**config.mk**
```make
export PLATFORM = sky130hd
export DESIGN_NAME = wave_shaper
export DESIGN_NICKNAME = d
export VERILOG_FILES = /design/src/rtl/wave_pkg.sv /design/src/rtl/sine_quarter_rom.sv /design/src/rtl/wave_shaper.sv
export SDC_FILE = /design/constraint.sdc
export NUM_CORES = 1
export LEC_CHECK = 0
export CELL_PAD_IN_SITES_DETAIL_PLACEMENT = 0
export CELL_PAD_IN_SITES_GLOBAL_PLACEMENT = 2
export CORE_AREA = 2 2 100 102
export CTS_CLUSTER_SIZE = 28
export DETAILED_ROUTE_END_ITERATION = 10
export DIE_AREA = 0 0 102 104
export PLACE_DENSITY = 0.73
export SLEW_MARGIN = 20
export SYNTH_ARGS = -nofsm -noshare
export SYNTH_HDL_FRONTEND = slang
export SYNTH_SLANG_ARGS = --single-unit
```
**constraint.sdc**
```tcl
create_clock -name clk -period 3.3 [get_ports clk]
set_input_delay 0.495 -clock clk [delete_from_list [all_inputs] [get_ports clk]]
set_output_delay 0.495 -clock clk [all_outputs]
set_load 0.02 [all_outputs]
```
**src/rtl/wave_pkg.sv**
```systemverilog
// Shared constants for the wave shaper: mode encodings, DAC midscale and the
// quarter-wave sine magnitude table L[k] = round(127*sin(2*pi*(k+0.5)/256)).
package wave_pkg;

  localparam logic [1:0] MODE_SAW = 2'b00;
  localparam logic [1:0] MODE_TRI = 2'b01;
  localparam logic [1:0] MODE_SQR = 2'b10;
  localparam logic [1:0] MODE_SIN = 2'b11;

  localparam logic [7:0] MIDSCALE = 8'h80;

  function automatic logic [6:0] quarter_sine(input logic [5:0] k);
    logic [6:0] m;
    case (k)
      6'd0:  m = 7'd2;   6'd1:  m = 7'd5;   6'd2:  m = 7'd8;   6'd3:  m = 7'd11;
      6'd4:  m = 7'd14;  6'd5:  m = 7'd17;  6'd6:  m = 7'd20;  6'd7:  m = 7'd23;
      6'd8:  m = 7'd26;  6'd9:  m = 7'd29;  6'd10: m = 7'd32;  6'd11: m = 7'd35;
      6'd12: m = 7'd38;  6'd13: m = 7'd41;  6'd14: m = 7'd44;  6'd15: m = 7'd47;
      6'd16: m = 7'd50;  6'd17: m = 7'd53;  6'd18: m = 7'd56;  6'd19: m = 7'd58;
      6'd20: m = 7'd61;  6'd21: m = 7'd64;  6'd22: m = 7'd67;  6'd23: m = 7'd69;
      6'd24: m = 7'd72;  6'd25: m = 7'd74;  6'd26: m = 7'd77;  6'd27: m = 7'd79;
      6'd28: m = 7'd82;  6'd29: m = 7'd84;  6'd30: m = 7'd86;  6'd31: m = 7'd89;
      6'd32: m = 7'd91;  6'd33: m = 7'd93;  6'd34: m = 7'd95;  6'd35: m = 7'd97;
      6'd36: m = 7'd99;  6'd37: m = 7'd101; 6'd38: m = 7'd103; 6'd39: m = 7'd105;
      6'd40: m = 7'd106; 6'd41: m = 7'd108; 6'd42: m = 7'd110; 6'd43: m = 7'd111;
      6'd44: m = 7'd113; 6'd45: m = 7'd114; 6'd46: m = 7'd115; 6'd47: m = 7'd117;
      6'd48: m = 7'd118; 6'd49: m = 7'd119; 6'd50: m = 7'd120; 6'd51: m = 7'd121;
      6'd52: m = 7'd122; 6'd53: m = 7'd123; 6'd54: m = 7'd124; 6'd55: m = 7'd124;
      6'd56: m = 7'd125; 6'd57: m = 7'd125; 6'd58: m = 7'd126; 6'd59: m = 7'd126;
      default: m = 7'd127;
    endcase
    return m;
  endfunction

endpackage

```
**src/rtl/sine_quarter_rom.sv**
```systemverilog
// Combinational quarter-wave sine lookup: 6-bit index to 7-bit magnitude.
module sine_quarter_rom
  import wave_pkg::*;
(
  input  logic [5:0] idx_i,
  output logic [6:0] mag_o
);

  assign mag_o = quarter_sine(idx_i);

endmodule

```
**src/rtl/wave_shaper.sv**
```systemverilog
// Maps the phase-counter output onto one sample of saw/triangle/square/sine.
// Two registered stages; mode and duty only change at a phase wrap.
module wave_shaper
  import wave_pkg::*;
#(
  parameter int           W          = 8,
  parameter logic [W-1:0] RST_SAMPLE = MIDSCALE
) (
  input  logic         clk,
  input  logic         rst,
  input  logic [W-1:0] phase,
  input  logic         phase_valid,
  input  logic [1:0]   mode,
  input  logic [W-1:0] duty,
  output logic [W-1:0] sample,
  output logic         sample_valid,
  output logic         wrap
);

  // phase_q doubles as last_phase: both only update on a valid phase.
  logic [W-1:0] phase_q;
  logic         started_q;
  logic         s1_valid_q;
  logic         s1_wrap_q;
  logic [1:0]   mode_q;
  logic [W-1:0] duty_q;
  logic [W-1:0] sample_q;
  logic [W-1:0] sample_d;
  logic         sample_valid_q;
  logic         wrap_q;

  logic         wrap_det;
  logic         load_active;
  logic [5:0]   sin_idx;
  logic [6:0]   sin_mag;

  assign wrap_det    = started_q & (phase < phase_q);
  assign load_active = wrap_det | ~started_q;

  // NOTE: every flop here, data included, takes the async reset so a mid-stream reset is clean.
  always_ff @(posedge clk or posedge rst) begin
    if (rst) begin
      phase_q    <= '0;
      started_q  <= 1'b0;
      s1_valid_q <= 1'b0;
      s1_wrap_q  <= 1'b0;
      mode_q     <= MODE_SAW;
      duty_q     <= MIDSCALE;
    end else begin
      // NOTE: non-blocking so every register samples pre-edge values regardless of statement order.
      s1_valid_q <= phase_valid;
      s1_wrap_q  <= phase_valid & wrap_det;
      if (phase_valid) begin
        phase_q   <= phase;
        started_q <= 1'b1;
        if (load_active) begin
          mode_q <= mode;
          duty_q <= duty;
        end
      end
    end
  end

  // Quadrants 1 and 3 read the table mirrored; 63-i is just ~i on 6 bits.
  assign sin_idx = phase_q[6] ? ~phase_q[5:0] : phase_q[5:0];

  sine_quarter_rom u_sine_rom (
    .idx_i (sin_idx),
    .mag_o (sin_mag)
  );

  always_comb begin
    // NOTE: default assigned first so no path through the case leaves sample_d unassigned (no latch).
    sample_d = phase_q;
    case (mode_q)
      MODE_TRI: sample_d = phase_q[W-1] ? ~{phase_q[W-2:0], 1'b0} : {phase_q[W-2:0], 1'b0};
      MODE_SQR: sample_d = (phase_q < duty_q) ? '1 : '0;
      // 128+L for the positive half, 127-L for the negative half.
      MODE_SIN: sample_d = {~phase_q[7], phase_q[7] ? ~sin_mag : sin_mag};
      default:  sample_d = phase_q;
    endcase
  end

  always_ff @(posedge clk or posedge rst) begin
    if (rst) begin
      sample_q       <= RST_SAMPLE;
      sample_valid_q <= 1'b0;
      wrap_q         <= 1'b0;
    end else begin
      sample_valid_q <= s1_valid_q;
      wrap_q         <= s1_wrap_q;
      if (s1_valid_q) begin
        sample_q <= sample_d;
      end
    end
  end

  assign sample       = sample_q;
  assign sample_valid = sample_valid_q;
  assign wrap         = wrap_q;

endmodule

```
==> run metrics <==
n_diodes=0; DRT Pass-1 Iters=5; ys async rst share=100%; crit-path max FO=17; ANT nets after route=0; yosys warns=0; hold_sp=s1_wrap_q; core area=0.00955 mm2; CTS Buf Count=5; Reg2Reg Setup Slack=0.60 ns; io pins=31; unrepaired setup endpoints after global routing=no; Critical Path Slowest Stage Cell=dfrtp_1; syn_area_per_cell=8.19 um2; vias per cell=5.45; Leak=1.44 nW; Reg2Reg Depth=10; GRT overflow=0; Initial Util=31.3%; commonest non-fill, non-tap cells in the layout=o21ai_0 (30), nand2_1 (30), clkdlybuf4s50_1 (30); clk root buf=clkbuf_8; final setup fails=0; Synth Instances=365; Slowest Stage Delay on Critical Path=0.43 ns; clock tree buffer depth=2; Fmax=370 MHz; Non-Filler Instances=520; internal power=1.02 mW; total chip power=1.77 mW; Buffers on Ports=30; CP required=3.49 ns; # H-tree levels=2; Setup TNS Final=0 ns; largest net degree at the start of global routing=35; Main synth FF type=dfrtp_1; status=completed; hold path depth=0; sequential share of the synthesized area=26.0%; row count=36; CTS clk-pin slew, worst paths=0.08 ns; DR WL/cell=17.8 um; GPL Wtd Cong=0.841; synth unique cells=66; height of the chip=104 um; combinational group share of total power=51.5%; die area=0.0106 mm2; Worst R2R Start=phase_q[1]; Final Hold Viols=0; setup bufs post-CTS=0; Remaining DRCs=0; part of the power in registers=31.0%; pwr/cell area=509 mW/mm2; antenna violations before repair=0; EDFF count, synth=0; Tot GR Track Use=18.3%; post-synthesis adder-cell area fraction=8.79%; VDD IR max=0.000397 V; layout cells sized above 1=14.2%; CTS tree=yes; area growth from synthesis to final layout=16.0%; width of the die=102 um; post-synthesis share of cell area spent on xor and xnor gates=2.64%; Num Clock Sinks=31; CP Launch Type=flop; Setup Skew=0.00759 ns; slew margin rel.=55.8%; vias in the first global route=2873; Mapped Nets=407; crit share post-route=81.8%; Critical Path AT=2.89 ns; HPWL Detailed=6720 um; synthesis-stage register bit count=31; Fillers=1054; switch share=42.3%; Post-layout nets=428; first-pass GRT wire length=15400 um; Final Max Tran Viols=0; worst-skew pair later-pin latency=0.29 ns; worst path cell trace=buf_4 > xnor2_1 > inv_1 > ha_1 > buf_4 > o22ai_1 > a21oi_1 > o31ai_2 > xnor2_1 > a221oi_2; maxcap violations=0; largest family of logic cells by synthesized area=compound AO/OA/AOI/OAI gates; Hold EP=wrap; area share of and/or/nand/nor cells after synthesis=17.9%; DR iter-0 viols=197; Hold-fix buffers, CTS=0; post-synthesis mux area share=5.82%; post-synthesis cell area=0.00299 mm2; Inst Count DP=512; Crit Path Category=reg2reg; Detailed Route WL=9240 um; complex-gate fraction of the synthesized area=29.3%; Sw Pwr=0.748 mW; Worst Max-Slew Pin Slew=0.662 ns; Critical Path End Type=flop; fin crit period=2.70 ns; HP Class=reg2reg; Clk network pwr share=17.5%; reg2reg end=sample[0]; PostCTS Resize Cnt=0; via count=2836
logic make-up (layout without fill, tap and decap cells):
logic type | Yosys count | in the layout
xor+xnor | 9 | 9
compound gates | 126 | 126
mux | 16 | 16
simple gates | 106 | 106
fa+ha+maj | 21 | 21
flops | 31 | 31
buf+inv | 56 | 78
routing by layer:
metal,part of all wire [%],GRT usage [%]
met5,0,0
met3,4.5,2.69
met2,48,29.2
met1,46,25.6
met4,1.8,4.95
worst max-delay path: cells and delay by family, from the launching register on:
family	cells	cell delay, ns
compound gates	4	0.99
xor+xnor	2	0.47
fa+ha+maj	1	0.22
buf+inv	3	0.49
flops	1	0.43
through the flow:
stage                     util, %  instance area (um2)  worst slack, ns  hold WS (ns)
after floorplan                 -                 2990            0.571         0.331
after global placement       35.4                 3380            0.601         0.347
after detailed placement     35.4                 3380            0.559         0.342
after global routing         36.3                 3470            0.398         0.360
final                        36.3                 3470            0.600         0.355
after CTS                    36.3                 3470            0.630         0.358
how the worst max path moves through the flow:
| stage | startpoint | slack [ns] | cells past startpoint | to |
|---|---|---|---|---|
| 2_1_floorplan | phase_q[6] | 0.57 | 13 | sample[2] |
| 3_3_place_gp | phase[2] | 0.60 | 7 | duty_q[2] |
| 3_5_place_dp | phase[1] | 0.56 | 8 | duty_q[3] |
| 4_1_cts | phase_q[1] | 0.63 | 10 | sample[0] |
| 5_1_grt | phase_q[6] | 0.40 | 9 | sample[7] |
| 6_report | phase_q[1] | 0.60 | 10 | sample[0] |
power by group through the flow:
stage	registers [mW]	clock network (mW)	logic, mW
3_3_place_gp	0.555	0	0.910
6_report	0.548	0.308	0.910
5_1_grt	0.563	0.334	1.01
2_1_floorplan	0.577	0	0.597
4_1_cts	0.550	0.319	0.912
3_5_place_dp	0.556	0	0.907
cells in the mapped netlist, types with 4 or more instances:
library cell / n / area share, %
a21o_1: 6 / 1.5
inv_1: 21 / 2.6
nor2_1: 22 / 2.8
buf_2: 11 / 1.8
nor3b_1: 5 / 1.3
a31oi_1: 7 / 1.5
nand2_1: 30 / 3.8
clkbuf_1: 11 / 1.4
o21ai_0: 30 / 5.0
o22ai_1: 7 / 1.5
dfrtp_1: 29 / 24
o221ai_1: 4 / 1.2
mux2_2: 11 / 4.1
nand3_1: 7 / 1.2
ha_1: 21 / 8.8
nand2b_1: 5 / 1.0
buf_6: 7 / 2.6
o31ai_1: 6 / 1.5
xnor2_1: 7 / 2.1
nor2b_1: 10 / 2.1
mux2i_1: 5 / 1.7
a221oi_1: 5 / 1.5
a21oi_1: 23 / 3.9
nor3_1: 10 / 1.7
a32oi_1: 4 / 1.2
inv_2: 4 / 0.50
final cells by class:
type | instances | area (um2) | share of cell area [%]
clock inverter | 3 | 20.0 | 0.577
multi-input combinational | 278 | 1930 | 55.6
inverter | 25 | 93.8 | 2.71
clock buffer | 5 | 68.8 | 1.98
tap | 133 | 166 | 4.80
timing repair buffer | 45 | 413 | 11.9
sequential | 31 | 778 | 22.4
sequential cells by signal, summed over array words and instances (netlist names):
name	cells
sample_valid	1
wrap	1
mode_q	2
s1_wrap_q	1
duty_q	8
phase_q	8
started_q	1
s1_valid_q	1
sample	8
(Power assumes the default switching activity.)
